===== config.mk =====
export PLATFORM = sky130hd
export DESIGN_NAME = key_event_decoder
export DESIGN_NICKNAME = d
export VERILOG_FILES = /design/src/rtl/key_event_decoder.sv
export SDC_FILE = /design/constraint.sdc
export NUM_CORES = 1
export LEC_CHECK = 0
export BUFFER_PORTS_ARGS = -buffer_cell sky130_fd_sc_hd__buf_2
export CAP_MARGIN = 15
export CORE_UTILIZATION = 45
export DETAILED_ROUTE_END_ITERATION = 10
export GPL_ROUTABILITY_DRIVEN = 1
export GPL_TIMING_DRIVEN = 0
export PLACE_DENSITY = 0.68
export SYNTH_ARGS = -nofsm -noshare
export SYNTH_HDL_FRONTEND = slang
export SYNTH_SLANG_ARGS = --single-unit
export TNS_END_PERCENT = 20

===== constraint.sdc =====
create_clock -name clk -period 2 [get_ports clk]
set_input_delay 0.3 -clock clk [delete_from_list [all_inputs] [get_ports clk]]
set_output_delay 0.3 -clock clk [all_outputs]
set_load 0.03 [all_outputs]

===== src/rtl/key_event_decoder.sv =====
// Turns the debounced active-low key level into single-cycle event strobes:
// press, release, short, long and auto-repeat, plus a held level.
module key_event_decoder #(
  parameter int unsigned LONG_CYC   = 50_000_000,
  parameter int unsigned REPEAT_CYC = 10_000_000,
  parameter bit          REPEAT_EN  = 1'b1,
  parameter int unsigned CNT_W      = 26
) (
  input  logic clk,
  input  logic rst,
  input  logic i_key_xd,
  output logic o_press_pulse,
  output logic o_release_pulse,
  output logic o_short_pulse,
  output logic o_long_pulse,
  output logic o_repeat_pulse,
  output logic o_held
);

  typedef enum logic [1:0] {StIdle, StPress, StLong} state_e;

  localparam logic [CNT_W-1:0] LongLast = CNT_W'(LONG_CYC - 1);
  localparam logic [CNT_W-1:0] RepLast  = CNT_W'(REPEAT_CYC - 1);
  localparam logic [CNT_W-1:0] CntOne   = CNT_W'(1);

  state_e           r_state, w_state_next;
  logic             r_key_d;
  logic [CNT_W-1:0] r_cnt, w_cnt_next;

  logic w_fall, w_low, w_long_hit, w_rep_hit;
  logic w_press, w_release, w_short, w_long, w_repeat, w_held;

  assign w_low      = ~i_key_xd;
  assign w_fall     = r_key_d & ~i_key_xd;
  assign w_long_hit = (r_cnt == LongLast);
  assign w_rep_hit  = (r_cnt == RepLast);

  // State, history, counter and all outputs are registered together.
  always_ff @(posedge clk or negedge rst) begin
    if (!rst) begin
      r_state         <= StIdle;
      r_key_d         <= 1'b1;
      r_cnt           <= '0;
      o_press_pulse   <= 1'b0;
      o_release_pulse <= 1'b0;
      o_short_pulse   <= 1'b0;
      o_long_pulse    <= 1'b0;
      o_repeat_pulse  <= 1'b0;
      o_held          <= 1'b0;
    end else begin
      r_state         <= w_state_next;
      r_key_d         <= i_key_xd;
      r_cnt           <= w_cnt_next;
      o_press_pulse   <= w_press;
      o_release_pulse <= w_release;
      o_short_pulse   <= w_short;
      o_long_pulse    <= w_long;
      o_repeat_pulse  <= w_repeat;
      o_held          <= w_held;
    end
  end

  always_comb begin
    w_state_next = r_state;
    unique case (r_state)
      StIdle:  if (w_fall) w_state_next = StPress;
      StPress: begin
        if (!w_low)          w_state_next = StIdle;
        else if (w_long_hit) w_state_next = StLong;
      end
      StLong:  if (!w_low) w_state_next = StIdle;
      default: w_state_next = StIdle;
    endcase
  end

  // Release is checked first so it wins over any threshold on the same edge.
  always_comb begin
    w_press    = 1'b0;
    w_release  = 1'b0;
    w_short    = 1'b0;
    w_long     = 1'b0;
    w_repeat   = 1'b0;
    w_held     = 1'b0;
    w_cnt_next = r_cnt;
    unique case (r_state)
      StIdle: begin
        if (w_fall) begin
          w_press    = 1'b1;
          w_held     = 1'b1;
          w_cnt_next = '0;
        end
      end
      StPress: begin
        if (!w_low) begin
          w_release = 1'b1;
          w_short   = 1'b1;
        end else begin
          w_held = 1'b1;
          if (w_long_hit) begin
            w_long     = 1'b1;
            w_cnt_next = '0;
          end else begin
            w_cnt_next = r_cnt + CntOne;
          end
        end
      end
      StLong: begin
        if (!w_low) begin
          w_release = 1'b1;
        end else begin
          w_held = 1'b1;
          if (REPEAT_EN && w_rep_hit) begin
            w_repeat   = 1'b1;
            w_cnt_next = '0;
          end else if (!w_rep_hit) begin
            // Without repeat the counter parks at the threshold instead of wrapping.
            w_cnt_next = r_cnt + CntOne;
          end
        end
      end
      default: w_cnt_next = '0;
    endcase
  end

endmodule


==> reports/qor.txt, run 1 <==
CTS tree: built
Upper clock frequency limit: 0.489 GHz
Average vias per placed instance: 5.98
Kind of launch point of the worst setup path: register
Origin of the worst setup path: r_cnt[14]
Tot GR Track Use: 21.6%
Most used standard cells in the synthesized netlist: dfrtp_1, nand2_1, nor2_1
Maximum level of the CTS H-tree: 2
Violations in the final reports: setup timing
Sequential area share after synthesis: 42.3%
Hold Crit Class: input pin to asynchronous set/reset pin
Floorplan Core Area: 4380 µm²
Number of detailed-route iterations in the first pass: 4
Startpoint of the lowest-slack register-to-register path: r_cnt[14]
Comb pwr share: 40.2%
Post-synth EDFFs: 0
Height of the die: 69.9 µm
Site Rows: 24
Number of different library cells in the post-synthesis netlist: 53
Worst Setup Path Type: register to register
# DRC: 0
Inserted Clock Buffers: 5
Inst Count DP: 275
Worst reg2reg path endpoint: r_cnt[8]
Antenna diode instance count: 0
Number of top-level pins: 9
Maximum number of pins on one net before global-route repair: 36
Worst setup EP type: register
CTS Root Buffer Type: clkbuf_8
Final setup slack of the worst path: -0.0450 ns
Peak ir drop on the vdd network: 0.345 mV
# fillers: 371
Worst setup path end: r_cnt[8]
Synth area leaders: dfrtp_1, xnor2_1, nand2_1
Cell area after layout: 2580 µm²
Starting DRC count in detailed routing: 155
Count of state elements after synthesis: 35
Internal reg-to-reg setup slack: -0.05 ns
Share of flip-flops with an asynchronous set or reset after synthesis: 100%
Outcome: complete, but fails checks
Number of antenna violations at the first check in global routing: 0
Syn Nets: 223
Wire length of the first global-routing pass: 8370 µm
Part of the power in the clock network: 24.1%
Clock latency reported for the late side of the worst-skew pair: 0.29 ns
Number of buffers inserted by port buffering: 8
Most instantiated library cell after synthesis: dfrtp_1
Max-slew headroom: 48.6%
Final Instance Count excl. Fillers: 301
Time the worst path needs with I/O delays and setup: 2.05 ns
Post-route fraction of the period consumed by the critical path: 102%
Worst-case clock skew: 0.00773 ns
Final core area utilization: 58.8%
Fraction of layout cells with a size suffix above 1: 32.9%
Effective utilization at floorplan: 47.3%
Routed len/inst: 16.1 µm
Setup TNS Final: -0.140 ns
Share of power burned in registers: 35.7%
Global placer's final weighted congestion: 0.816
Switching share of power: 37.3%
Setup WS pre-CTS: -0.294 ns
Post-Synthesis Cell Area: 2080 µm²
Standard cell area after detailed placement: 2190 µm²
Clock net sink count: 35
Critical Path Fanout Max: 7
Lkg Pwr: 1.07 nW
Number of buffers on the longest clock path: 2
Max-slew violation count: 0
Largest area contributor in the synthesized netlist: dfrtp_1
Number of antenna-violating nets in the routed design: 0
Portion of synthesized cell area occupied by the leading cell type: 41.0%
Worst Reg2Reg Path Length in Cells: 7
Via count: 1,799
Clock slew at reported path FFs: 0.08 ns
Sum of routed wire length over all layers: 4840 µm
Dominant synthesized flop cell: dfrtp_1
Arr. time, crit path: 2.22 ns
Power dissipated by switching net loads: 0.000824 W
Number of max-cap violations: 0
Total overflow reported by the global router: 0
Worst path required time: 2.17 ns
Floorplan die area: 4890 µm²
Unrepaired setup endpoints after global routing: true
Net total in the final layout: 256
Number of global-route vias before repair: 1,751
Mean instance size in the synthesized netlist: 9.65 µm²
Power per Cell Area: 858 nW/µm²
Detailed Place HPWL: 3010 µm
Number of hold violations in the final report: 0
Count of endpoints failing setup in the final report: 11
Mapped Cells: 215
Worst slew pin tran: 0.771 ns
Chip width: 69.9 µm
Synth-to-Final Area Change: 24.2%
Total number of yosys warnings: 0
Pint: 0.00139 W
-- flip-flops by register name (all words and copies together) (netlist names) --
name and cells:
o_short_pulse 1, r_cnt 26, o_release_pulse 1, o_repeat_pulse 1, o_held 1, o_long_pulse 1, o_press_pulse 1, r_state 2
r_key_d 1
-- critical path: stages (launching register included) --
cell,delay [ns]
dfrtp_1,0.39
buf_4,0.14
nand4_1,0.25
nor3_1,0.41
a211oi_4,0.12
buf_12,0.16
o221a_1,0.21
a221o_1,0.25
-- metrics by stage --
| stage | total power [W] | hold WS [ns] |
|---|---|---|
| after CTS | 0.00211 | 0.108 |
| final | 0.00221 | 0.0766 |
| after floorplan | 0.00123 | 0.00441 |
| after detailed placement | 0.00140 | 0.427 |
| after global routing | 0.00233 | 0.139 |
| after global placement | 0.00141 | 0.420 |
-- logic make-up (layout without fill, tap and decap cells) --
family | Yosys count | after routing | synth area share, %
compound gates | 46 | 46 | 16.3
simple gates | 101 | 101 | 30.3
flops | 35 | 35 | 42.3
fa+ha+maj | 5 | 5 | 3.01
buf+inv | 17 | 51 | 3.44
xor+xnor | 9 | 9 | 3.80
mux | 2 | 2 | 0.964
-- layout by cell type (no fill, tap or decap), types with 3 or more instances in the layout --
cell,synthesis,routed
a21o_1,4,4
a21oi_1,11,10
a221o_1,4,4
and2_1,5,5
buf_2,3,10
buf_4,1,16
buf_6,0,3
clkbuf_8,0,6
dfrtp_1,34,31
dfrtp_2,0,3
inv_1,11,8
inv_2,0,3
nand2_1,17,17
nand3_1,6,6
nand4_1,7,7
nor2_1,17,17
nor3_1,6,6
nor4_1,10,4
nor4_2,0,6
o21a_1,3,3
o21ai_0,10,8
or3_1,7,7
xnor2_1,9,9
-- cell type report --
cell class,count,area (µm²),share of cell area [%]
buffer,6,48.8,1.89
clock buffer,7,86.3,3.35
clock inverter,1,5.00,0.194
inverter,11,41.3,1.60
multi-input combinational,163,1250,48.5
sequential,35,881,34.2
tap,52,65.1,2.52
timing repair buffer,26,200,7.76
-- power by group through the flow --
| stage | clock network, W | registers, W | logic [W] |
|---|---|---|---|
| detailed placement | 0 | 0.000800 | 0.000602 |
| CTS | 0.000545 | 0.000785 | 0.000781 |
| finish | 0.000534 | 0.000789 | 0.000889 |
| floorplan | 0 | 0.000841 | 0.000390 |
| global route | 0.000582 | 0.000795 | 0.000954 |
| global placement | 0 | 0.000799 | 0.000609 |
-- worst min path at each step --
stage | startpoint | end | slack [ns] | cells after the start
detailed placement | rst | r_cnt[22] | 0.43 | 1
global route | rst | r_cnt[22] | 0.14 | 1
floorplan | rst | o_held | 0.004 | 0
CTS | rst | r_cnt[22] | 0.11 | 1
global placement | rst | r_cnt[22] | 0.42 | 1
finish | rst | r_cnt[22] | 0.08 | 1
-- routing by layer --
| metal | GRT usage [%] | vias to the layer above | part of all wire (%) | wire (µm) |
|---|---|---|---|---|
| li1 | - | 863 | - | - |
| met1 | 28.5 | 878 | 45 | 2200 |
| met2 | 34.6 | 46 | 48 | 2340 |
| met3 | 4.47 | 12 | 4.0 | 192 |
| met4 | 9.11 | 0 | 2.3 | 110 |
| met5 | 0 | - | 0 | 0 |
-- timing repair --
action / in CTS / in global routing
setup buffers: 13 / 5
pin swaps: 15 / 6
setup endpoints to repair: 28 / 28
resized for setup: 20 / 18
hold buffers: 0 / 0
(Power assumes the default switching activity.)
==> inputs of run 2 (changes only) <==
- CORE_UTILIZATION: 45 -> 50
- PLACE_DENSITY: 0.68 -> 0.73
- SETUP_SLACK_MARGIN: default -> 0.4
==> run 2 against run 1 <==
  * The run still ends with setup timing left
  * Register-to-register slack about the same
  * Worst hold slack better by 0.012 ns
  * Combinational power down 10%
  * Via count up 0.61%
  * Critical path type unchanged
  * Highest routed layer unchanged
==> reports/qor.txt, run 2 (same netlist as run 1, synthesis figures left out) <==
Number of detailed-route iterations in the first pass: 4
Number of global-route vias before repair: 1,600
Number of flip-flops in the largest register: 26
Clock net sink count: 35
Worst reg2reg path endpoint: r_cnt[23]
Upper clock frequency limit: 0.487 GHz
Antenna diode instance count: 0
Hold Crit Class: input pin to asynchronous set/reset pin
Inst Count DP: 273
Startpoint of the lowest-slack register-to-register path: r_state[1]
Setup TNS Final: -0.181 ns
Synth-to-Final Area Change: 23.7%
Wire length of the first global-routing pass: 7760 µm
Worst setup EP type: register
Time the worst path needs with I/O delays and setup: 2.05 ns
Worst Setup Path Type: register to register
Kind of cell with the highest combined delay on the critical path: simple AND/OR/NAND/NOR gates
Average vias per placed instance: 5.95
Max-slew violation count: 0
CP bufs+invs: 1
Number of buffers inserted by hold repair at cts: 0
Maximum level of the CTS H-tree: 2
Max-slew headroom: 46.9%
Kind of launch point of the worst setup path: register
Peak ir drop on the vdd network: 0.373 mV
Sum of routed wire length over all layers: 4910 µm
Tot GR Track Use: 23.6%
Floorplan Core Area: 4000 µm²
Chip width: 66.4 µm
Effective utilization at floorplan: 51.9%
Fraction of layout cells with a size suffix above 1: 31.1%
Height of the die: 66.4 µm
Number of antenna-violating nets in the routed design: 0
Delay of the slowest critical-path stage: 0.54 ns
Inserted Clock Buffers: 5
Maximum number of pins on one net before global-route repair: 36
Arr. time, crit path: 2.28 ns
Number of buffers on the longest clock path: 2
Top reg by flops: r_cnt
Lkg Pwr: 1.09 nW
Via count: 1,810
Cell area after layout: 2570 µm²
Unrepaired setup endpoints after global routing: true
Critical Path Fanout Max: 5
Most used cells in the layout excluding fill and tap cells: dfrtp_1, buf_4, nand2_1, nor2_1, a21oi_1
Number of top-level pins: 9
# fillers: 314
Routed len/inst: 16.1 µm
Largest registers: r_cnt x26, r_state x2
Final Instance Count excl. Fillers: 304
Number of buffers inserted by port buffering: 8
Outcome: complete, but fails checks
Net total in the final layout: 261
Multi-input gate area: 1230 µm²
CTS Root Buffer Type: clkbuf_8
Power per Cell Area: 829 nW/µm²
Starting DRC count in detailed routing: 121
Commonest non-fill, non-tap cell in the layout: dfrtp_1
Standard cell area after detailed placement: 2220 µm²
Number of antenna violations at the first check in global routing: 0
Worst-case clock skew: 0.00821 ns
Number of hold violations in the final report: 0
Area used by sequential logic in the layout: 878 µm²
Violations in the final reports: setup timing
Number of max-cap violations: 0
Count of endpoints failing setup in the final report: 7
Setup WS pre-CTS: -0.171 ns
Global placer's final weighted congestion: 0.838
Detailed Place HPWL: 3150 µm
Site Rows: 23
Floorplan die area: 4410 µm²
Post-route fraction of the period consumed by the critical path: 103%
CTS tree: built
Clock slew at reported path FFs: 0.07 ns
Worst Reg2Reg Path Length in Cells: 7
Final setup slack of the worst path: -0.0522 ns
Slowest CP cell: or4_4
# DRC: 0
Worst path required time: 2.22 ns
Critical path cell sequence: inv_1 -> ha_2 -> o21ai_2 -> a22oi_2 -> or4_4 -> or3_1 -> a21oi_1
Worst slew pin tran: 0.796 ns
Internal reg-to-reg setup slack: -0.05 ns
Total overflow reported by the global router: 0
Clock latency reported for the late side of the worst-skew pair: 0.29 ns
## run 2: where the power goes
part | total, W | internal [W] | switching [W]
sequential | 0.000791 | 0.000756 | 0.0000348
clock | 0.000544 | 0.000278 | 0.000266
combinational | 0.000796 | 0.000291 | 0.000504
total | 0.00213 | 0.00133 | 0.000805
## run 2: worst max-delay path by stage
| stage | startpoint | end | slack [ns] | cells past startpoint |
|---|---|---|---|---|
| floorplan | r_cnt[22] | r_cnt[8] | 0.08 | 4 |
| global placement | r_cnt[0] | r_cnt[25] | -0.13 | 7 |
| detailed placement | r_cnt[0] | r_cnt[15] | -0.17 | 7 |
| CTS | r_state[1] | r_cnt[23] | -0.02 | 7 |
| global route | r_state[1] | r_cnt[23] | -0.14 | 7 |
| finish | r_state[1] | r_cnt[23] | -0.05 | 7 |
## run 2: metal layers
layer	up-vias	wire (µm)	track usage, %
met1	885	2240	32.0
met5	-	0	0
li1	868	-	-
met4	0	44	6.65
met2	52	2410	38.1
met3	5	220	4.66
## run 2: through the flow
step | util (%) | hold slack, ns | power (W)
2_1_floorplan | - | 0.00441 | 0.00127
3_3_place_gp | 55.4 | 0.417 | 0.00143
3_5_place_dp | 55.4 | 0.434 | 0.00144
4_1_cts | 61.0 | 0.122 | 0.00206
5_1_grt | 64.2 | 0.131 | 0.00225
6_report | 64.2 | 0.0885 | 0.00213
## run 2: timing repair
item                                    4_1_cts  5_1_grt
setup buffers                                11       12
endpoints found under the setup margin       29       29
pin swaps                                    11       13
resized for setup                            11        7
## run 2: worst reg2reg max path, delay by kind of cell (launching register included)
kind,cells,cell delay (ns)
flops,1,0.41
simple gates,2,0.86
compound gates,3,0.43
buf+inv,1,0.08
fa+ha+maj,1,0.20
## run 2: area by class of cell
class                           instances  share of cell area, %
Multi-Input combinational cell        163                   48.0
Sequential cell                        35                   34.2
Timing Repair Buffer                   31                   8.28
Clock buffer                            7                   3.36
Tap cell                               50                   2.44
Buffer                                  6                   1.95
Inverter                               11                   1.61
Clock inverter                          1                  0.195
==> inputs of run 3 (changes only) <==
- CORE_UTILIZATION: 50 -> 45
- CTS_CLUSTER_SIZE: default -> 28
- PLACE_DENSITY: 0.73 -> 0.65
==> run 3 against run 2 <==
  * The flow still finishes with violations (setup timing)
  * Sequential share of layout area grew 0.28 points
  * Final cell count shrank 2.6%
  * Non-clock buffer count shrank 10
  * Routed wire length shrank 4.3%
  * Count of clock-buffer cells in the layout is the same
  * Sequential cell count is the same
  * Die area grew 11%
  * Worst hold slack lost 0.011 ns
  * Global-route usage shrank 2.9 points
==> reports/qor.txt, run 3 (same netlist as run 1, synthesis figures left out) <==
Max-slew headroom: 48.2%
Lkg Pwr: 1.04 nW
Maximum level of the CTS H-tree: 2
Worst Setup Path Type: register to register
Number of hold violations in the final report: 0
Total overflow reported by the global router: 0
Worst Reg2Reg Path Length in Cells: 5
Part of the power in the clock network: 24.9%
Inserted Clock Buffers: 5
Pint: 0.00132 W
Chip width: 69.9 µm
Time the worst path needs with I/O delays and setup: 2.00 ns
Final Instance Count excl. Fillers: 296
Routed len/inst: 15.9 µm
# fillers: 376
Floorplan Core Area: 4380 µm²
Number of top-level pins: 9
Delay of the slowest critical-path stage: 0.58 ns
CTS Root Buffer Type: clkbuf_8
Final core area utilization: 58.4%
# DRC: 0
Standard cell area after detailed placement: 2220 µm²
Share of power burned in registers: 37.4%
Critical Path Fanout Max: 7
Origin of the worst setup path: r_cnt[25]
Effective utilization at floorplan: 47.3%
Peak ir drop on the vdd network: 0.366 mV
CTS tree: built
Count of endpoints failing setup in the final report: 1
Net total in the final layout: 251
Power per Cell Area: 830 nW/µm²
Worst slew pin tran: 0.777 ns
Tot GR Track Use: 20.8%
Max-slew violation count: 0
Startpoint of the lowest-slack register-to-register path: r_cnt[25]
Outcome: complete, but fails checks
Maximum number of pins on one net before global-route repair: 36
Clock net sink count: 35
Worst setup path end: r_cnt[8]
Antenna diode instance count: 0
Largest registers: r_cnt x26, r_state x2
Upper clock frequency limit: 0.499 GHz
Final setup slack of the worst path: -0.00431 ns
Power dissipated by switching net loads: 0.000808 W
Synth-to-Final Area Change: 23.4%
Number of buffers inserted by hold repair at cts: 0
Number of antenna-violating nets in the routed design: 0
Switching share of power: 38.0%
Commonest non-fill, non-tap cell in the layout: dfrtp_1
Number of max-cap violations: 0
Wire length of the first global-routing pass: 8130 µm
Kind of launch point of the worst setup path: register
Worst-case clock skew: 0.0116 ns
Unrepaired setup endpoints after global routing: true
Floorplan die area: 4890 µm²
Cell area after layout: 2560 µm²
Site Rows: 24
Slowest CP cell: or4bb_4
Worst path required time: 2.16 ns
Inst Count DP: 275
Number of buffers on the longest clock path: 2
Fraction of layout cells with a size suffix above 1: 34.8%
Number of buffers inserted by port buffering: 8
Internal reg-to-reg setup slack: -0.004 ns
Number of antenna violations at the first check in global routing: 0
Worst reg2reg path endpoint: r_cnt[8]
Starting DRC count in detailed routing: 82
Number of global-route vias before repair: 1,647
Setup TNS Final: -0.00431 ns
Number of flip-flops in the largest register: 26
Worst setup EP type: register
Average vias per placed instance: 5.83
Arr. time, crit path: 2.16 ns
Critical path cell sequence: or4bb_4 -> nor3_4 -> a21oi_4 -> o221a_1 -> a221o_1
Comb pwr share: 37.8%
Global placer's final weighted congestion: 0.774
Clock slew at reported path FFs: 0.08 ns
Top reg by flops: r_cnt
Sum of routed wire length over all layers: 4690 µm
Setup WS pre-CTS: -0.219 ns
Clock latency reported for the late side of the worst-skew pair: 0.28 ns
Number of detailed-route iterations in the first pass: 4
Post-route fraction of the period consumed by the critical path: 100%
Hold Crit Class: input pin to asynchronous set/reset pin
Via count: 1,725
Violations in the final reports: setup timing
Most used cells in the layout excluding fill and tap cells: dfrtp_1, nand2_1, nor2_1
Detailed Place HPWL: 3160 µm
Height of the die: 69.9 µm
-- run 3: worst min path at each step --
stage / slack (ns) / to / cells after the start / startpoint
floorplan: 0.004 / o_held / 0 / rst
global placement: 0.42 / r_cnt[22] / 1 / rst
detailed placement: 0.43 / r_cnt[22] / 1 / rst
CTS: 0.13 / r_cnt[22] / 1 / rst
global route: 0.16 / r_cnt[22] / 1 / rst
finish: 0.08 / r_cnt[22] / 1 / rst
-- run 3: power groups by stage --
stage	Sequential, W	Clock (W)	Combinational, W
3_3_place_gp	0.000801	0	0.000635
2_1_floorplan	0.000844	0	0.000421
4_1_cts	0.000781	0.000547	0.000769
6_report	0.000795	0.000529	0.000804
5_1_grt	0.000800	0.000571	0.000882
3_5_place_dp	0.000801	0	0.000636
-- run 3: worst max-delay path: cells and delay by family, from the launching register on --
family	cells	cell delay (ns)
flops	1	0.38
simple gates	2	0.85
compound gates	3	0.63
-- run 3: layout make-up --
class                           instances  area (µm²)  area share, %
Multi-Input combinational cell        163        1290           50.3
Sequential cell                        35         883           34.5
Timing Repair Buffer                   21         141           5.52
Clock buffer                            7        86.3           3.37
Tap cell                               52        65.1           2.54
Buffer                                  6        51.3           2.00
Inverter                               11        41.3           1.61
Clock inverter                          1        5.00          0.195
-- run 3: metal layers --
layer / GRT usage, % / vias up / share of wire, %
li1: - / 852 / -
met1: 30.3 / 835 / 49
met2: 32.3 / 33 / 47
met3: 3.17 / 5 / 3.4
met4: 5.33 / 0 / 0.77
met5: 0 / - / 0
-- run 3: through the flow --
step           power [W]  hold WS [ns]
6_report         0.00213        0.0774
5_1_grt          0.00225         0.156
4_1_cts          0.00210         0.126
3_5_place_dp     0.00144         0.433
3_3_place_gp     0.00144         0.424
2_1_floorplan    0.00127       0.00441
-- run 3: timing repair --
action,in CTS,in global routing
resized for setup,23,19
buffers inserted,11,1
setup endpoints to repair,29,29
gates cloned,1,0
pin swaps,16,5
